$ cat src/rtl/instruction_dispatcher.sv
// Fetches a program from instruction memory and issues each word to the PE or buffer channel by its top bit.
// Latency: 3 cycles from start/handshake to valid; valid and data are held until the selected channel's ready.
`ifndef IMEM_ADDR_WIDTH
`define IMEM_ADDR_WIDTH 8
`endif

module instruction_dispatcher #(
  parameter int ADDR_W = `IMEM_ADDR_WIDTH,
  parameter int INST_W = 32
) (
  input  logic              clk,
  input  logic              rst_n,
  input  logic              start,
  input  logic [ADDR_W-1:0] instruction_count,
  output logic              imem_rd_en,
  output logic [ADDR_W-1:0] imem_addr,
  input  logic [INST_W-1:0] imem_rd_data,
  output logic              pe_inst_valid,
  output logic [INST_W-1:0] pe_inst,
  input  logic              pe_inst_ready,
  output logic              buf_inst_valid,
  output logic [INST_W-1:0] buf_inst,
  input  logic              buf_inst_ready,
  output logic [ADDR_W-1:0] program_counter,
  output logic              busy,
  output logic              done
);

  typedef enum logic [2:0] {
    S_IDLE,
    S_FETCH,
    S_CAPTURE,
    S_ISSUE,
    S_DONE
  } state_t;

  state_t            state_q, state_d;
  logic [ADDR_W-1:0] pc_q, pc_d;
  logic [ADDR_W-1:0] count_q, count_d;
  logic [INST_W-1:0] hold_q, hold_d;
  logic [ADDR_W-1:0] pc_inc;
  logic              sel_buf;
  logic              handshake;

  always_ff @(posedge clk) begin
    if (!rst_n) begin
      state_q <= S_IDLE;
      pc_q    <= '0;
      count_q <= '0;
      hold_q  <= '0;
    end else begin
      state_q <= state_d;
      pc_q    <= pc_d;
      count_q <= count_d;
      hold_q  <= hold_d;
    end
  end

  // Target is chosen by the captured word; the other channel's ready is ignored.
  assign sel_buf   = hold_q[INST_W-1];
  assign handshake = sel_buf ? buf_inst_ready : pe_inst_ready;
  assign pc_inc    = pc_q + ADDR_W'(1);

  always_comb begin
    state_d = state_q;
    pc_d    = pc_q;
    count_d = count_q;
    hold_d  = hold_q;
    unique case (state_q)
      S_IDLE: begin
        if (start) begin
          count_d = instruction_count;
          pc_d    = '0;
          state_d = (instruction_count == '0) ? S_DONE : S_FETCH;
        end
      end
      S_FETCH: state_d = S_CAPTURE;
      S_CAPTURE: begin
        hold_d  = imem_rd_data;
        state_d = S_ISSUE;
      end
      S_ISSUE: begin
        if (handshake) begin
          pc_d    = pc_inc;
          state_d = (pc_inc == count_q) ? S_DONE : S_FETCH;
        end
      end
      S_DONE:  state_d = S_IDLE;
      default: state_d = S_IDLE;
    endcase
  end

  assign imem_rd_en      = (state_q == S_FETCH);
  assign imem_addr       = pc_q;
  assign pe_inst_valid   = (state_q == S_ISSUE) && !sel_buf;
  assign buf_inst_valid  = (state_q == S_ISSUE) && sel_buf;
  assign pe_inst         = hold_q;
  assign buf_inst        = hold_q;
  assign program_counter = pc_q;
  assign busy            = (state_q != S_IDLE);
  assign done            = (state_q == S_DONE);

endmodule

$ cat config.mk
export PLATFORM = sky130hd
export DESIGN_NAME = instruction_dispatcher
export DESIGN_NICKNAME = d
export VERILOG_FILES = /design/src/rtl/instruction_dispatcher.sv
export SDC_FILE = /design/constraint.sdc
export NUM_CORES = 1
export LEC_CHECK = 0
export ABC_CLOCK_PERIOD_IN_PS = 2200
export BUFFER_PORTS_ARGS = -buffer_cell sky130_fd_sc_hd__buf_2
export CORE_MARGIN = 10
export CORE_UTILIZATION = 43
export CTS_BUF_LIST = sky130_fd_sc_hd__clkbuf_8
export DETAILED_ROUTE_END_ITERATION = 16
export GPL_TIMING_DRIVEN = 1
export PLACE_DENSITY_LB_ADDON = 0.1
export SKIP_LAST_GASP = 1
export SLEW_MARGIN = 15
export SYNTH_ARGS = -nofsm -noshare
export SYNTH_HDL_FRONTEND = slang
export SYNTH_SLANG_ARGS = --single-unit
export TNS_END_PERCENT = 1
$ cat constraint.sdc
create_clock -name clk -period 2.2 [get_ports clk]
set_clock_uncertainty 0.15 [all_clocks]
set_input_delay 0.22 -clock clk [delete_from_list [all_inputs] [get_ports clk]]
set_output_delay 0.22 -clock clk [all_outputs]
set_load 0.01 [all_outputs]
# After elaboration in Yosys (flattened, before gate mapping)
# Index checks and enable logic that the tools add are counted.
totals:
  input_bits: 45
  register_bits: 51
op_classes:
  eq_ne: 7
  n_reduce_logical: 10
  mux: 9
  n_addsub: 1
op_table:
  columns: ["cell", "n"]
  rows:
  - ["8-bit 2-to-1 mux", 2]
  - ["8-bit one-hot mux with 2 select lines", 1]
  - ["3-bit 2-to-1 mux", 4]
  - ["3-bit one-hot mux with 4 select lines", 1]
  - ["8-bit by 1-bit adder with 8-bit output, second input constant", 1]
  - ["8-bit equality test", 1]
  - ["8-bit zero test", 1]
  - ["3-bit by 2-bit equality test with 1-bit output, second input constant", 2]
  - ["2-bit inequality test, second input constant", 2]
  - ["2-bit AND reduction", 2]
  - ["3-bit by 1-bit equality test with 1-bit output, second input constant", 1]
  - ["3-bit equality test, second input constant", 1]
  - ["3-bit zero test", 1]
  - ["3-bit AND reduction", 1]
  - ["3-bit nonzero test", 1]
  - ["1-bit logical AND", 2]
  - ["2-bit nonzero test", 1]
  - ["1-bit zero test", 1]
  - ["1-bit 2-to-1 mux", 1]

# Depth between registers and ports, before layout
# Gate-level depths: netlist (run 1).
logic_depth:
  ltp_word: 5
  mapped_depth: 7
  depth_no_buf: 6

# Worst setup path after synthesis (run 1)
# OpenSTA, ideal clock, no wires.
synth_path:
  path_type: "reg-to-reg"
  from: "register pc_q[0] (netlist: imem_addr[0])"
  to: "register state_q[0]"
  synth_period_minus_slack_ns: 2.178
  stages_incl_launch_ff: 8
  setup_slack_ns: 0.022
  path_buffers: 1
  t_required_ns: 1.935
  t_arrival_ns: 1.914
  cell_sequence: "dfxtp_1 > ha_1 > clkbuf_1 > nand3_1 > a2bb2oi_1 > o211ai_1 > or4_1 > o21ba_1"
synth_between:
  elab_chain_cells: 5
synth_rtl:
  columns: ["element", "line", "source"]
  rows:
  - ["start: declaration", "38", "logic [ADDR_W-1:0] pc_q, pc_d;"]
  - ["start signal: assignment", "53", "pc_q <= pc_d;"]
  - ["8-bit by 1-bit adder with 8-bit output", "62", "assign pc_inc = pc_q + ADDR_W'(1);"]
  - ["8-bit equality test", "85", "state_d = (pc_inc == count_q) ? S_DONE : S_FETCH;"]
  - ["3-bit 2-to-1 mux", "85", null]
  - ["3-bit 2-to-1 mux", "83", "if (handshake) begin"]
  - ["3-bit one-hot mux with 4 select lines", "69", "unique case (state_q)"]
  - ["end signal: assignment", "52", "state_q <= state_d;"]
  - ["end: declaration", "37", "state_t state_q, state_d;"]
# Every way passes these cells. The select of a mux whose other input is x is not followed.
# A chain may end at the register's enable or synchronous reset.

# Final worst setup path (run 1)
# Same ends and word-level chain as after synthesis.

==> run_results.csv, run 1 <==
group,metric,value,unit
clock_network,clockBufferDepth,2,
worst_setup_path,slowest_stage,"or4_1",
global_routing,grt_pass1_wl,11.9,mm
layout,area_growth_syn_to_layout,28.4,%
clock_network,post-cts-setup-buffer-count,0,
worst_setup_path,crit_fanout,6,
clock_network,tritoncts_num_sinks,51,
sta,post_route_worst_hold_slack,8.85,ps
sta,count_of_pins_over_their_slew_limit,0,
global_routing,antenna_found_initial,0,
sta,finalHoldViolCount,0,
sta,setup-tns-final,0,ps
global_routing,globalRouteTotalUtil,14.6,%
sta,max_freq,480,MHz
layout,final_layout_size_suffix_gt1_share,34.9,%
clock_network,clock_latency,300,ps
clock_network,cts_tree,"yes",
layout,layout_common_cells,"129 x buf_2, 86 x nand2_1, 51 x dfxtp_1",
detailed_routing,wl_per_cell,14.5,um
pwr,worst_ir_drop_vdd,0.330,mV
worst_setup_path,r2r_slack,120,ps
layout,area_of_the_multi_input_gates,1240,um^2
worst_setup_path,critical_path.endpoint_type,"flop",
global_routing,vias_in_the_first_global_route,2409,
worst_setup_path,critPathMaxStageDelay,480,ps
worst_setup_path,worstSetupStartpointType,"flop",
logic_synthesis,synth.avg_cell_area,7.94,um^2
detailed_routing,vias_per_cell,4.80,
detailed_routing,via_count,2460,
global_routing,grt_max_degree,35,
floorplan,height_of_the_die,98.3,um
worst_setup_path,critical_path_buffers_and_inverters,0,
logic_synthesis,yosys_warnings,0,
floorplan,floorplan.io_pins,130,
placed_design,post_detailed_placement_cell_area,3090,um^2
sta,fin_crit_sh,94.7,%
sta,worst_pin_slew,532,ps
logic_synthesis,ys_types,41,
floorplan,floorplan.initialDensity,44.3,%
logic_synthesis,sequential_element_share_of_the_synthesized_area,38.7,%
clock_network,clock_tree.root_cell,"clkbuf_8",
placed_design,io_port_bufs,129,
global_routing,grt-ovfl-total,0,
floorplan,coreArea,5960,um^2
sta,timing.max_slew.rel_slack,64.5,%
worst_setup_path,worst_path_cell_chain,"ha_1 > xnor2_1 > o32ai_1 > nand4_1 > or4_1 > o21ba_1",
layout,insertedDiodeCount,0,
logic_synthesis,synthArstFlopShare,0,%
sta,timing.final.setup_violations,0,
layout,filler_cell_count,581,
run,maxCapViolations,0,
floorplan,die_w,98.3,um
sta,fin_crit,2080,ps
placed_design,place.detailed.hpwl,5.58,mm
worst_setup_path,category_of_the_most_critical_setup_path,"flop to flop",
floorplan,row_count,28,
floorplan,design.die.area,9670,um^2
worst_setup_path,path_delay_family,"simple AND/OR/NAND/NOR gates",
clock_network,clkSlewWorstSetupHoldPaths,90,ps
logic_synthesis,post_synthesis_cell_area,2640,um^2
worst_setup_path,worst-endpoint-required,2250,ps
layout,storage_cell_area,1020,um^2
clock_network,cts_made_buffers,5,
layout,layout_commonest_cell,"buf_2",
logic_synthesis,syn-instance-count,332,
logic_synthesis,yosys_most_used_dff,"dfxtp_1",
detailed_routing,route.antenna.remaining_nets,0,
worst_setup_path,timing.critical_path.arrival,2140,ps
detailed_routing,drt_first_iter_violations,84,
clock_network,htreeDepth,2,
logic_synthesis,number_of_enable_type_register_cells_in_the_synthesized_netlist,0,
detailed_routing,routed_wl,7.42,mm
detailed_routing,drc,0,
placed_design,place_congestion,0.798,
outcome,run_status,"finished, final reports clean",
layout,final_cell_count_no_fill,513,
detailed_routing,detail_route.first_pass.iterations,4,
pwr,power-per-cell-area,639,nW/um^2
layout,nets,483,
logic_synthesis,postSynthRegisterBits,51,
worst_hold_path,worstHoldPathType,"input pin to flop",
pwr,total_leakage_power,1.62,nW
layout,design_area,3390,um^2
logic_synthesis,syn_nets,378,
placed_design,numPlacedInstances,489,
sta,rsz0062_at_grt,"false",
## routing by layer
layer / GRT usage [%] / wire length, um / vias to the layer above
li1: - / - / 1275
met1: 17.3 / 3320 / 1095
met2: 23.8 / 3400 / 82
met3: 5.57 / 609 / 8
met4: 4.08 / 89 / 0
met5: 0 / 0 / -
## tightest hold or removal path: cells and delay by family
family                 cells  cell delay, ps
AO/OA/AOI/OAI              1              60
buffers and inverters      1             100
AND/OR/NAND/NOR            1              40
## worst paths after layout
| path | start | endpoint | cells past startpoint |
|---|---|---|---|
| max | imem_addr[0] | state_q[0] | 6 |
| min | imem_rd_data[28] | buf_inst[28] | 3 |
| max reg2reg | imem_addr[0] | state_q[0] | 6 |
| min reg2reg | buf_inst[26] | buf_inst[26] | 2 |
## logic make-up (layout without fill, tap and decap cells)
kind of cell             Yosys count  count (layout)  share of synthesized area [%]
AO/OA/AOI/OAI                     75              75                           20.1
XOR/XNOR                           8               8                           2.66
adder cells (fa/ha/maj)            1               1                          0.474
buffers and inverters             62             168                           14.7
flip-flops                        51              51                           38.7
multiplexers                       1               1                          0.380
AND/OR/NAND/NOR                  134             134                           23.0
## metrics by stage
stage	total power [W]	utilization [%]	setup WS (ps)
finish	0.00216	56.9	116
global route	0.00228	56.9	35.3
CTS	0.00219	56.7	121
detailed placement	0.00141	51.9	134
global placement	0.00141	51.9	156
floorplan	0.00127	-	21.6
## sequential cells by signal, indices dropped and copies added (netlist names)
name and cells:
buf_inst 32, count_q 8, imem_addr 8, state_q 3
## synth_stat cells (2+ instances only)
cell type	n	area share, %
nor2_1	13	1.9
nand2_1	86	12
nand3_1	6	1.1
clkbuf_1	15	2.1
or4_4	2	0.85
o21ai_0	7	1.3
nand4_1	3	0.71
buf_4	40	11
a22oi_1	2	0.57
xnor2_1	5	1.7
nor4b_1	2	0.66
nor3_1	2	0.38
o211ai_1	2	0.57
a211o_1	2	0.66
xor2_1	3	1.0
or3_1	2	0.47
dfxtp_1	51	39
and2_1	5	1.2
nor2b_1	6	1.4
a21boi_0	44	13
a21oi_1	9	1.7
inv_1	4	0.57
buf_2	3	0.57
## cell type report
| cell class | instances | share of cell area, % |
|---|---|---|
| clock buffers | 5 | 2.03 |
| clock inverters | 3 | 1.88 |
| inverters | 4 | 0.443 |
| multi-input cells | 219 | 36.5 |
| flip-flops and latches | 51 | 30.1 |
| well taps | 75 | 2.77 |
| repair buffers | 156 | 26.2 |
## timing repair
item | CTS | global route
hold buffers | 15 | 1
resized for setup | 0 | 1
hold endpoints to repair | 15 | 1
endpoints found under the setup margin | 0 | 1
## where the power goes
part	total [W]	switching, W	internal, W
logic	0.000388	0.000210	0.000178
clock network	0.000760	0.000310	0.000450
registers	0.00101	0.0000411	0.000974
Note: power is estimated with default switching activity, not from simulation.
==> run 2: changes to the inputs <==
Settings changed: ABC_CLOCK_PERIOD_IN_PS 2200 to 2700, CORE_UTILIZATION 43 to 51, PLACE_DENSITY from default to 0.93, PLACE_DENSITY_LB_ADDON 0.1 to default.
Clock period 2.2 ns to 2.7 ns, I/O delays scaled along.
==> run 2 against run 1 <==
Sequential power fell by 18%. Highest routed layer unchanged. Cell area fell by 7.7%. Hold slack improved by 42 ps. Total power fell by 27%. Critical path type unchanged. Utilization rose by 4.7 points. Sequential cell count did not move. Combinational power fell by 25%.
==> run_results.csv, run 2 (synthesized netlist as in run 1, its figures left out) <==
group,metric,value,unit
outcome,run_status,"finished, final reports clean",
clock_network,clockBufferDepth,2,
layout,nets,459,
sta,rsz0062_at_grt,"false",
sta,worst_pin_slew,726,ps
detailed_routing,drt_first_iter_violations,89,
detailed_routing,routed_wl,7.24,mm
worst_setup_path,worstSetupStartpointType,"flop",
worst_setup_path,category_of_the_most_critical_setup_path,"flop to flop",
layout,filler_cell_count,461,
pwr,net_switching_component_of_the_power,0.000455,W
global_routing,vias_in_the_first_global_route,2485,
worst_setup_path,timing.critical_path.arrival,2560,ps
floorplan,row_count,26,
clock_network,post-cts-setup-buffer-count,0,
global_routing,antenna_found_initial,0,
floorplan,coreArea,5070,um^2
clock_network,cts_made_buffers,5,
detailed_routing,route.antenna.remaining_nets,0,
detailed_routing,via_count,2490,
sta,timing.final.setup_violations,0,
sta,count_of_pins_over_their_slew_limit,0,
sta,post_route_worst_hold_slack,50.9,ps
global_routing,globalRouteTotalUtil,16.4,%
pwr,total_leakage_power,1.49,nW
pwr,share_clk_of_total_power,29.3,%
sta,finalHoldViolCount,0,
layout,design_area,3130,um^2
detailed_routing,drc,0,
sta,final_critical_path_setup_slack,191,ps
layout,layout_common_cells,"129 x buf_2, 86 x nand2_1, 51 x dfxtp_1",
pwr,power-per-cell-area,506,nW/um^2
layout,storage_cell_area,1020,um^2
clock_network,hold_buffers,0,
pwr,cell_internal_pwr,0.00113,W
clock_network,clock_tree.root_cell,"clkbuf_8",
clock_network,tritoncts_num_sinks,51,
floorplan,floorplan.initialDensity,52.0,%
pwr,worst_ir_drop_vdd,0.210,mV
clock_network,clkSlewWorstSetupHoldPaths,100,ps
floorplan,design.die.area,8450,um^2
pwr,swShare,28.8,%
worst_setup_path,crit_fanout,12,
placed_design,place_congestion,0.877,
pwr,post-layout-total-power,0.00158,W
clock_network,clock_latency,300,ps
placed_design,post_detailed_placement_cell_area,3030,um^2
layout,insertedDiodeCount,0,
layout,final_layout_size_suffix_gt1_share,35.0,%
sta,fin_crit,2510,ps
detailed_routing,vias_per_cell,5.14,
detailed_routing,wl_per_cell,15.0,um
clock_network,cts-resized-gates,0,
pwr,power_frac_comb,18.4,%
placed_design,pre_cts_ws,288,ps
global_routing,grt_max_degree,53,
worst_setup_path,slowest_stage,"dfxtp_1",
floorplan,height_of_the_die,91.9,um
global_routing,grt_pass1_wl,11.9,mm
worst_setup_path,critical_path_buffers_and_inverters,0,
placed_design,place.detailed.hpwl,5.68,mm
sta,fin_crit_sh,92.9,%
pwr,seq_power_share,52.4,%
sta,setup-tns-final,0,ps
floorplan,die_w,91.9,um
layout,layout_commonest_cell,"buf_2",
layout,area_growth_syn_to_layout,18.5,%
detailed_routing,detail_route.first_pass.iterations,5,
sta,timing.max_slew.rel_slack,51.6,%
floorplan,floorplan.io_pins,130,
worst_setup_path,worst_path_cell_chain,"ha_1 > xnor2_1 > o32ai_1 > nand4_1 > or4_1 > o21ba_1",
global_routing,grt-ovfl-total,0,
layout,area_of_the_multi_input_gates,1230,um^2
clock_network,htreeDepth,2,
worst_setup_path,path_delay_family,"simple AND/OR/NAND/NOR gates",
worst_setup_path,critPathMaxStageDelay,510,ps
sta,max_freq,399,MHz
worst_setup_path,worst-endpoint-required,2750,ps
placed_design,io_port_bufs,129,
worst_hold_path,worstHoldPathType,"input pin to flop",
run,maxCapViolations,0,
layout,max_reg_flops,32,
clock_network,cts_tree,"yes",
worst_setup_path,critical_path.endpoint_type,"flop",
==> run 2: worst min-delay path, delay by kind of cell <==
family | cells | cell delay, ps
compound gates | 1 | 60
buf+inv | 1 | 90
simple gates | 1 | 40
==> run 2: area by class of cell <==
type                    instances  share of cell area [%]
well taps                      70                    2.80
multi-input cells             219                    39.5
clock inverters                 2                   0.520
clock buffers                   6                    2.64
flip-flops and latches         51                    32.7
repair buffers                132                    21.4
inverters                       4                   0.480
==> run 2: final timing paths <==
| path | startpoint | to | slack [ps] | cells after the start |
|---|---|---|---|---|
| setup / recovery | imem_addr[0] | state_q[0] | 190 | 6 |
| hold / removal | imem_rd_data[25] | buf_inst[25] | 50 | 3 |
| setup reg to reg | imem_addr[0] | state_q[0] | 190 | 6 |
| hold reg to reg | buf_inst[25] | buf_inst[25] | 330 | 2 |
==> run 2: power groups by stage <==
stage / clock network, W / registers, W / logic [W]
floorplan: 0 / 0.000854 / 0.000184
CTS: 0.000478 / 0.000828 / 0.000295
global placement: 0 / 0.000842 / 0.000287
detailed placement: 0 / 0.000846 / 0.000293
finish: 0.000463 / 0.000828 / 0.000290
global route: 0.000512 / 0.000834 / 0.000326
==> run 2: through the flow <==
stage	utilization [%]	cells
finish	61.6	484
global route	61.6	484
CTS	61.6	484
detailed placement	59.6	476
global placement	59.6	476
floorplan	-	332
==> run 2: per-layer routing <==
metal	GRT usage, %	wire (um)	up-vias
met4	5.14	133	0
li1	-	-	1231
met5	0	0	-
met3	5.87	711	16
met2	29.6	3540	129
met1	17.3	2850	1114
